===== src/rtl/operand_bram_sequencer_pkg.sv =====
// Shared definitions for the calculator operand path: sequencer state
// encoding, operand BRAM address map and the ALU operation codes.
package operand_bram_sequencer_pkg;

   typedef enum logic [3:0] {
      ST_IDLE,
      ST_WR_OP,
      ST_RD_A,
      ST_WAIT_A,
      ST_RD_B,
      ST_WAIT_B,
      ST_EXEC,
      ST_WAIT_ALU,
      ST_WR_RES
   } seq_state_t;

   localparam logic [1:0] ADDR_A   = 2'd0;
   localparam logic [1:0] ADDR_B   = 2'd1;
   localparam logic [1:0] ADDR_RES = 2'd2;

   // Operation codes, shared with the ALU and the input editor.
   typedef enum logic [1:0] {
      OP_ADD = 2'd0,
      OP_SUB = 2'd1,
      OP_MUL = 2'd2,
      OP_DIV = 2'd3
   } alu_op_t;

endpackage


===== src/rtl/operand_bram_sequencer_alu_watchdog.sv =====
// Cycle counter guarding the ALU handshake. Cleared while the ALU is being
// started, counts while enabled, and flags the last allowed waiting cycle
// so the sequencer leaves WAIT_ALU after exactly TIMEOUT cycles there.
module alu_watchdog #(
   parameter int TIMEOUT = 1024
) (
   input  logic clk,
   input  logic reset,
   input  logic clear,
   input  logic enable,
   output logic timeout
);

   localparam int CNT_W = $clog2(TIMEOUT + 1);

   logic [CNT_W-1:0] cnt_reg;
   logic [CNT_W-1:0] cnt_next;

   // Saturating up-count while enabled; clear has priority.
   always_comb begin
      cnt_next = cnt_reg;
      if (clear) begin
         cnt_next = '0;
      end else if (enable && (cnt_reg != CNT_W'(TIMEOUT))) begin
         cnt_next = cnt_reg + 1'b1;
      end
   end

   // Counter register.
   always_ff @(posedge clk or posedge reset) begin
      if (reset) begin
         cnt_reg <= '0;
      end else begin
         cnt_reg <= cnt_next;
      end
   end

   // High during the TIMEOUT-th enabled cycle; the FSM aborts on it.
   assign timeout = enable && (cnt_reg == CNT_W'(TIMEOUT - 1));

endmodule


===== src/rtl/operand_bram_sequencer.sv =====
// Owner of the single-port operand BRAM. Serves operand writes from the
// input editor and runs compute requests: read A, read B, start the ALU,
// wait for it (with watchdog) and write the result back to address 2.
module operand_bram_sequencer
   import operand_bram_sequencer_pkg::*;
#(
   parameter int DATA_W  = 16,
   parameter int RD_LAT  = 1,
   parameter int TIMEOUT = 1024
) (
   input  logic              clk,
   input  logic              reset,
   input  logic              store_req,
   input  logic              store_sel,
   input  logic [DATA_W-1:0] store_data,
   output logic              store_ack,
   input  logic              go,
   input  logic [1:0]        op,
   output logic              bram_en,
   output logic              bram_we,
   output logic [1:0]        bram_addr,
   output logic [DATA_W-1:0] bram_din,
   input  logic [DATA_W-1:0] bram_dout,
   output logic              alu_start,
   output logic [1:0]        alu_op,
   output logic [DATA_W-1:0] alu_a,
   output logic [DATA_W-1:0] alu_b,
   input  logic              alu_done,
   input  logic [DATA_W-1:0] alu_result,
   input  logic              alu_err,
   output logic              busy,
   output logic [DATA_W-1:0] result,
   output logic              result_valid,
   output logic              err
);

   seq_state_t        state_reg;
   seq_state_t        state_next;
   logic              go_pending_reg;
   alu_op_t           op_reg;
   logic [DATA_W-1:0] a_reg;
   logic [DATA_W-1:0] b_reg;
   logic [DATA_W-1:0] res_hold_reg;
   logic [DATA_W-1:0] result_reg;
   logic              result_valid_reg;
   logic              err_reg;
   logic [1:0]        lat_cnt_reg;
   logic              lat_last;
   logic              wd_clear;
   logic              wd_enable;
   logic              wd_timeout;

   // Last cycle of a WAIT_A/WAIT_B window: read data is on bram_dout now.
   assign lat_last = (lat_cnt_reg == 2'(RD_LAT - 1));

   alu_watchdog #(
      .TIMEOUT (TIMEOUT)
   ) u_watchdog (
      .clk     (clk),
      .reset   (reset),
      .clear   (wd_clear),
      .enable  (wd_enable),
      .timeout (wd_timeout)
   );

   // State register; reset aborts any access in flight.
   always_ff @(posedge clk or posedge reset) begin
      if (reset) begin
         state_reg <= ST_IDLE;
      end else begin
         state_reg <= state_next;
      end
   end

   // Next-state logic and BRAM/ALU strobes decoded from the current state.
   always_comb begin
      state_next = state_reg;
      bram_en    = 1'b0;
      bram_we    = 1'b0;
      bram_addr  = ADDR_A;
      bram_din   = '0;
      store_ack  = 1'b0;
      alu_start  = 1'b0;
      wd_clear   = 1'b0;
      wd_enable  = 1'b0;
      case (state_reg)
         ST_IDLE: begin
            // A waiting store always wins over a compute request.
            if (store_req) begin
               state_next = ST_WR_OP;
            end else if (go || go_pending_reg) begin
               state_next = ST_RD_A;
            end
         end
         ST_WR_OP: begin
            bram_en    = 1'b1;
            bram_we    = 1'b1;
            bram_addr  = {1'b0, store_sel};
            bram_din   = store_data;
            store_ack  = 1'b1;
            state_next = ST_IDLE;
         end
         ST_RD_A: begin
            bram_en    = 1'b1;
            bram_addr  = ADDR_A;
            state_next = ST_WAIT_A;
         end
         ST_WAIT_A: begin
            if (lat_last) state_next = ST_RD_B;
         end
         ST_RD_B: begin
            bram_en    = 1'b1;
            bram_addr  = ADDR_B;
            state_next = ST_WAIT_B;
         end
         ST_WAIT_B: begin
            if (lat_last) state_next = ST_EXEC;
         end
         ST_EXEC: begin
            alu_start  = 1'b1;
            wd_clear   = 1'b1;
            state_next = ST_WAIT_ALU;
         end
         ST_WAIT_ALU: begin
            wd_enable = 1'b1;
            // A done in the final allowed cycle still counts as an answer.
            if (alu_done) begin
               state_next = alu_err ? ST_IDLE : ST_WR_RES;
            end else if (wd_timeout) begin
               state_next = ST_IDLE;
            end
         end
         ST_WR_RES: begin
            bram_en    = 1'b1;
            bram_we    = 1'b1;
            bram_addr  = ADDR_RES;
            bram_din   = res_hold_reg;
            state_next = ST_IDLE;
         end
         default: begin
            state_next = ST_IDLE;
         end
      endcase
   end

   // Datapath: request bookkeeping, operand capture and result/status flags.
   always_ff @(posedge clk or posedge reset) begin
      if (reset) begin
         go_pending_reg   <= 1'b0;
         op_reg           <= OP_ADD;
         a_reg            <= '0;
         b_reg            <= '0;
         res_hold_reg     <= '0;
         result_reg       <= '0;
         result_valid_reg <= 1'b0;
         err_reg          <= 1'b0;
         lat_cnt_reg      <= '0;
      end else begin
         case (state_reg)
            ST_IDLE: begin
               if (store_req) begin
                  if (go) begin
                     go_pending_reg <= 1'b1;
                     op_reg         <= alu_op_t'(op);
                  end
               end else if (go || go_pending_reg) begin
                  go_pending_reg   <= 1'b0;
                  result_valid_reg <= 1'b0;
                  err_reg          <= 1'b0;
                  if (go) op_reg <= alu_op_t'(op);
               end
            end
            ST_WR_OP: begin
               if (go) begin
                  go_pending_reg <= 1'b1;
                  op_reg         <= alu_op_t'(op);
               end
            end
            ST_RD_A, ST_RD_B: begin
               lat_cnt_reg <= '0;
            end
            ST_WAIT_A: begin
               lat_cnt_reg <= lat_cnt_reg + 2'd1;
               if (lat_last) a_reg <= bram_dout;
            end
            ST_WAIT_B: begin
               lat_cnt_reg <= lat_cnt_reg + 2'd1;
               if (lat_last) b_reg <= bram_dout;
            end
            ST_WAIT_ALU: begin
               if (alu_done) begin
                  if (alu_err) err_reg <= 1'b1;
                  else         res_hold_reg <= alu_result;
               end else if (wd_timeout) begin
                  err_reg <= 1'b1;
               end
            end
            ST_WR_RES: begin
               result_reg       <= res_hold_reg;
               result_valid_reg <= 1'b1;
            end
            default: begin
            end
         endcase
      end
   end

   assign busy         = (state_reg != ST_IDLE);
   assign alu_op       = op_reg;
   assign alu_a        = a_reg;
   assign alu_b        = b_reg;
   assign result       = result_reg;
   assign result_valid = result_valid_reg;
   assign err          = err_reg;

endmodule


===== config.mk =====
export PLATFORM = sky130hd
export DESIGN_NAME = operand_bram_sequencer
export DESIGN_NICKNAME = d
export VERILOG_FILES = /design/src/rtl/operand_bram_sequencer_pkg.sv /design/src/rtl/operand_bram_sequencer_alu_watchdog.sv /design/src/rtl/operand_bram_sequencer.sv
export SDC_FILE = /design/constraint.sdc
export NUM_CORES = 1
export LEC_CHECK = 0
export CAP_MARGIN = 20
export CORE_MARGIN = 2
export CORE_UTILIZATION = 47
export CTS_BUF_LIST = sky130_fd_sc_hd__clkbuf_8
export CTS_CLUSTER_DIAMETER = 200
export CTS_CLUSTER_SIZE = 40
export DETAILED_ROUTE_END_ITERATION = 7
export HOLD_SLACK_MARGIN = 0.03
export PLACE_DENSITY = 0.79
export SLEW_MARGIN = 20
export SYNTH_ARGS = -nofsm -noshare
export SYNTH_HDL_FRONTEND = slang
export SYNTH_SLANG_ARGS = --single-unit

===== constraint.sdc =====
create_clock -name clk -period 4.5 [get_ports clk]
set_input_delay 1.35 -clock clk [delete_from_list [all_inputs] [get_ports clk]]
set_output_delay 1.35 -clock clk [all_outputs]
set_load 0.1 [all_outputs]

==> qor.yml <==
diodes: 0
synth_seq_area_share_pct: 56.7
fin_tns_setup_ns: 0
yosys_warnings: 0
die_h_um: 93.9
clkTransAtPathRegs_ns: 0.08
path_max_fanout: 1
async_flop_share_pct: 100
io_buffers: 131
max_cap_violations: 0
drc: 0
fin_skew_ns: 0.00538
synth_top_cell_by_area: "dfrtp_1"
critPathKind: "in -> out"
ctsHoldBuffers: 0
syn_to_final_growth_pct: 41.8
syn_inst: 288
fin_crit_sh_pct: 83.9
slew_violations: 0
die_w_um: 93.9
synth_area_per_cell_um2: 13.2
synth_edf_count: 0
dieArea_um2: 8810
setup_viol: 0
cts-htree-levels: 3
place_hpwl_um: 6340
final_hold_viol_count: 0
num_rows: 32
vias: 2764
synth_commonest_cells: "86 x dfrtp_1, 57 x mux2_2, 16 x a22o_1, 14 x nor2_1, 11 x buf_2"
syn_area_um2: 3800
cts_resized: 0
cts.sinks: 86
synth_most_common_cell: "dfrtp_1"
seq_area_um2: 2150
startpoint_type: "primary input"
grt_setup_unrepaired: "false"
ys_seq_elements: 86
grt_pass1_vias: 2859
maxSlewHeadroom_pct: 31.6
nNetsFinal: 479
multi_input_area_um2: 1540
start_util_pct: 48.9
grt.overflow.total: 0
synth_flop_cell: "dfrtp_1"
finalCriticalPeriod_ns: 3.78
cts_tree: "yes"
holdWs_ns: 0.509
grt_use_total_pct: 20.8
io_pins: 132
worst-slew-pin-transition_ns: 1.02
synth_top_cell_area_share_pct: 56.7
post_cts_buffers: 0
via_per_inst: 5.25
antenna_found_initial: 0
drive_gt1_share_pct: 25.9
clockBufferDepth: 2
wl_per_cell_um: 16.4
syn_nets: 348
grt_max_degree: 45
synth_area_leaders: "dfrtp_1 57%, mux2_2 17%, a22o_1 3.7%, mux2_1 2.7%, buf_2 1.4%"
required_ns: 3.15
min_path_type: "reg -> reg"
core_area_um2: 7770
dp.cells: 510
place_congestion: 0.760
numCtsBuffers: 9
final_util_pct: 69.3
fillers: 588
synth_cell_types: 43
clkLatencyLatePin_ns: 0.35
cp.arrival_ns: 2.43
cts_root_buf: "clkbuf_8"
drtAntennaViolNets: 0
outcome: "finished clean"
wl_um: 8600
endpoint_kind: "output pin"
fin_cells: 526
drt-pass1-iter-count: 4
initialDrtViolationCount: 140
grt_pass1_wl_um: 14000
fmax_mhz: 265
-- metrics by stage --
step	area [um2]	setup WS, ns
5_1_grt	5390	0.615
3_5_place_dp	5150	0.722
4_1_cts	5390	0.722
6_report	5390	0.725
3_3_place_gp	5150	0.741
2_1_floorplan	3800	0.454
-- logic make-up after synthesis --
family / count (synthesis) / share of synthesized area [%]
DFF: 86 / 56.7
adders and majority gates: 3 / 0.989
xor gates and xnor gates: 7 / 1.61
AOI/OAI and AO/OA: 40 / 7.74
buffers and inverters: 23 / 3.03
and+or+nand+nor: 62 / 10.1
muxes: 67 / 19.8
-- critical path: stages --
cell and delay (ns):
clkdlybuf4s50_1 0.45, nand3_1 0.07, o21a_1 0.15, nor3_2 0.19, buf_12 0.21
-- cell type report --
cell class	instances	share of cell area, %
flip-flops and latches	86	40.0
clock inverters	6	1.72
multi-input cells	179	28.5
repair buffers	135	24.3
clock buffers	10	2.56
well taps	102	2.37
inverters	8	0.581
-- worst paths after layout --
check | startpoint | endpoint | slack, ns | cells after the start
max reg2reg | state_reg[0]$_DFFE_PP0P_ | alu_b[7]$_DFFE_PP0P_ | 2.44 | 3
min | alu_a[9]$_DFFE_PP0P_ | alu_a[9]$_DFFE_PP0P_ | 0.51 | 1
max in group asynchronous | reset | result[6]$_DFFE_PP0N_ | 2.31 | 3
min in group asynchronous | reset | alu_a[0]$_DFFE_PP0P_ | 1.42 | 2
max | store_sel | bram_addr[0] | 0.72 | 5
min reg2reg | alu_a[9]$_DFFE_PP0P_ | alu_a[9]$_DFFE_PP0P_ | 0.51 | 1
-- cell usage in the layout (no fill, tap or decap), types with 2 or more instances in the layout --
cell type and count:
or2_2 2, nand4_1 4, ha_1 3, clkdlybuf4s50_1 108, and3_1 3, xnor2_1 5, nor4_1 3, nand3_1 6
buf_12 2, buf_4 25, nor2_1 14, or3_1 4, inv_1 7, clkinvlp_4 2, nor3_1 4, clkbuf_8 10
o31ai_1 3, inv_6 2, dfrtp_1 86, a21oi_1 7, nand2_1 7, mux2_2 57, xor2_1 2, o21ai_0 6
nand2b_1 5, a22o_1 16, mux2_1 9, bufinv_16 2
-- routing by layer --
| layer | routed length (um) | track usage [%] |
|---|---|---|
| met5 | 0 | 0 |
| met4 | 77 | 6.52 |
| met2 | 4580 | 35.8 |
| met3 | 561 | 6.34 |
| met1 | 3390 | 24.9 |
Power is left out: the tool's default activity adds up to more than one toggle a clock period on the data nets, which glitch-free logic cannot reach.
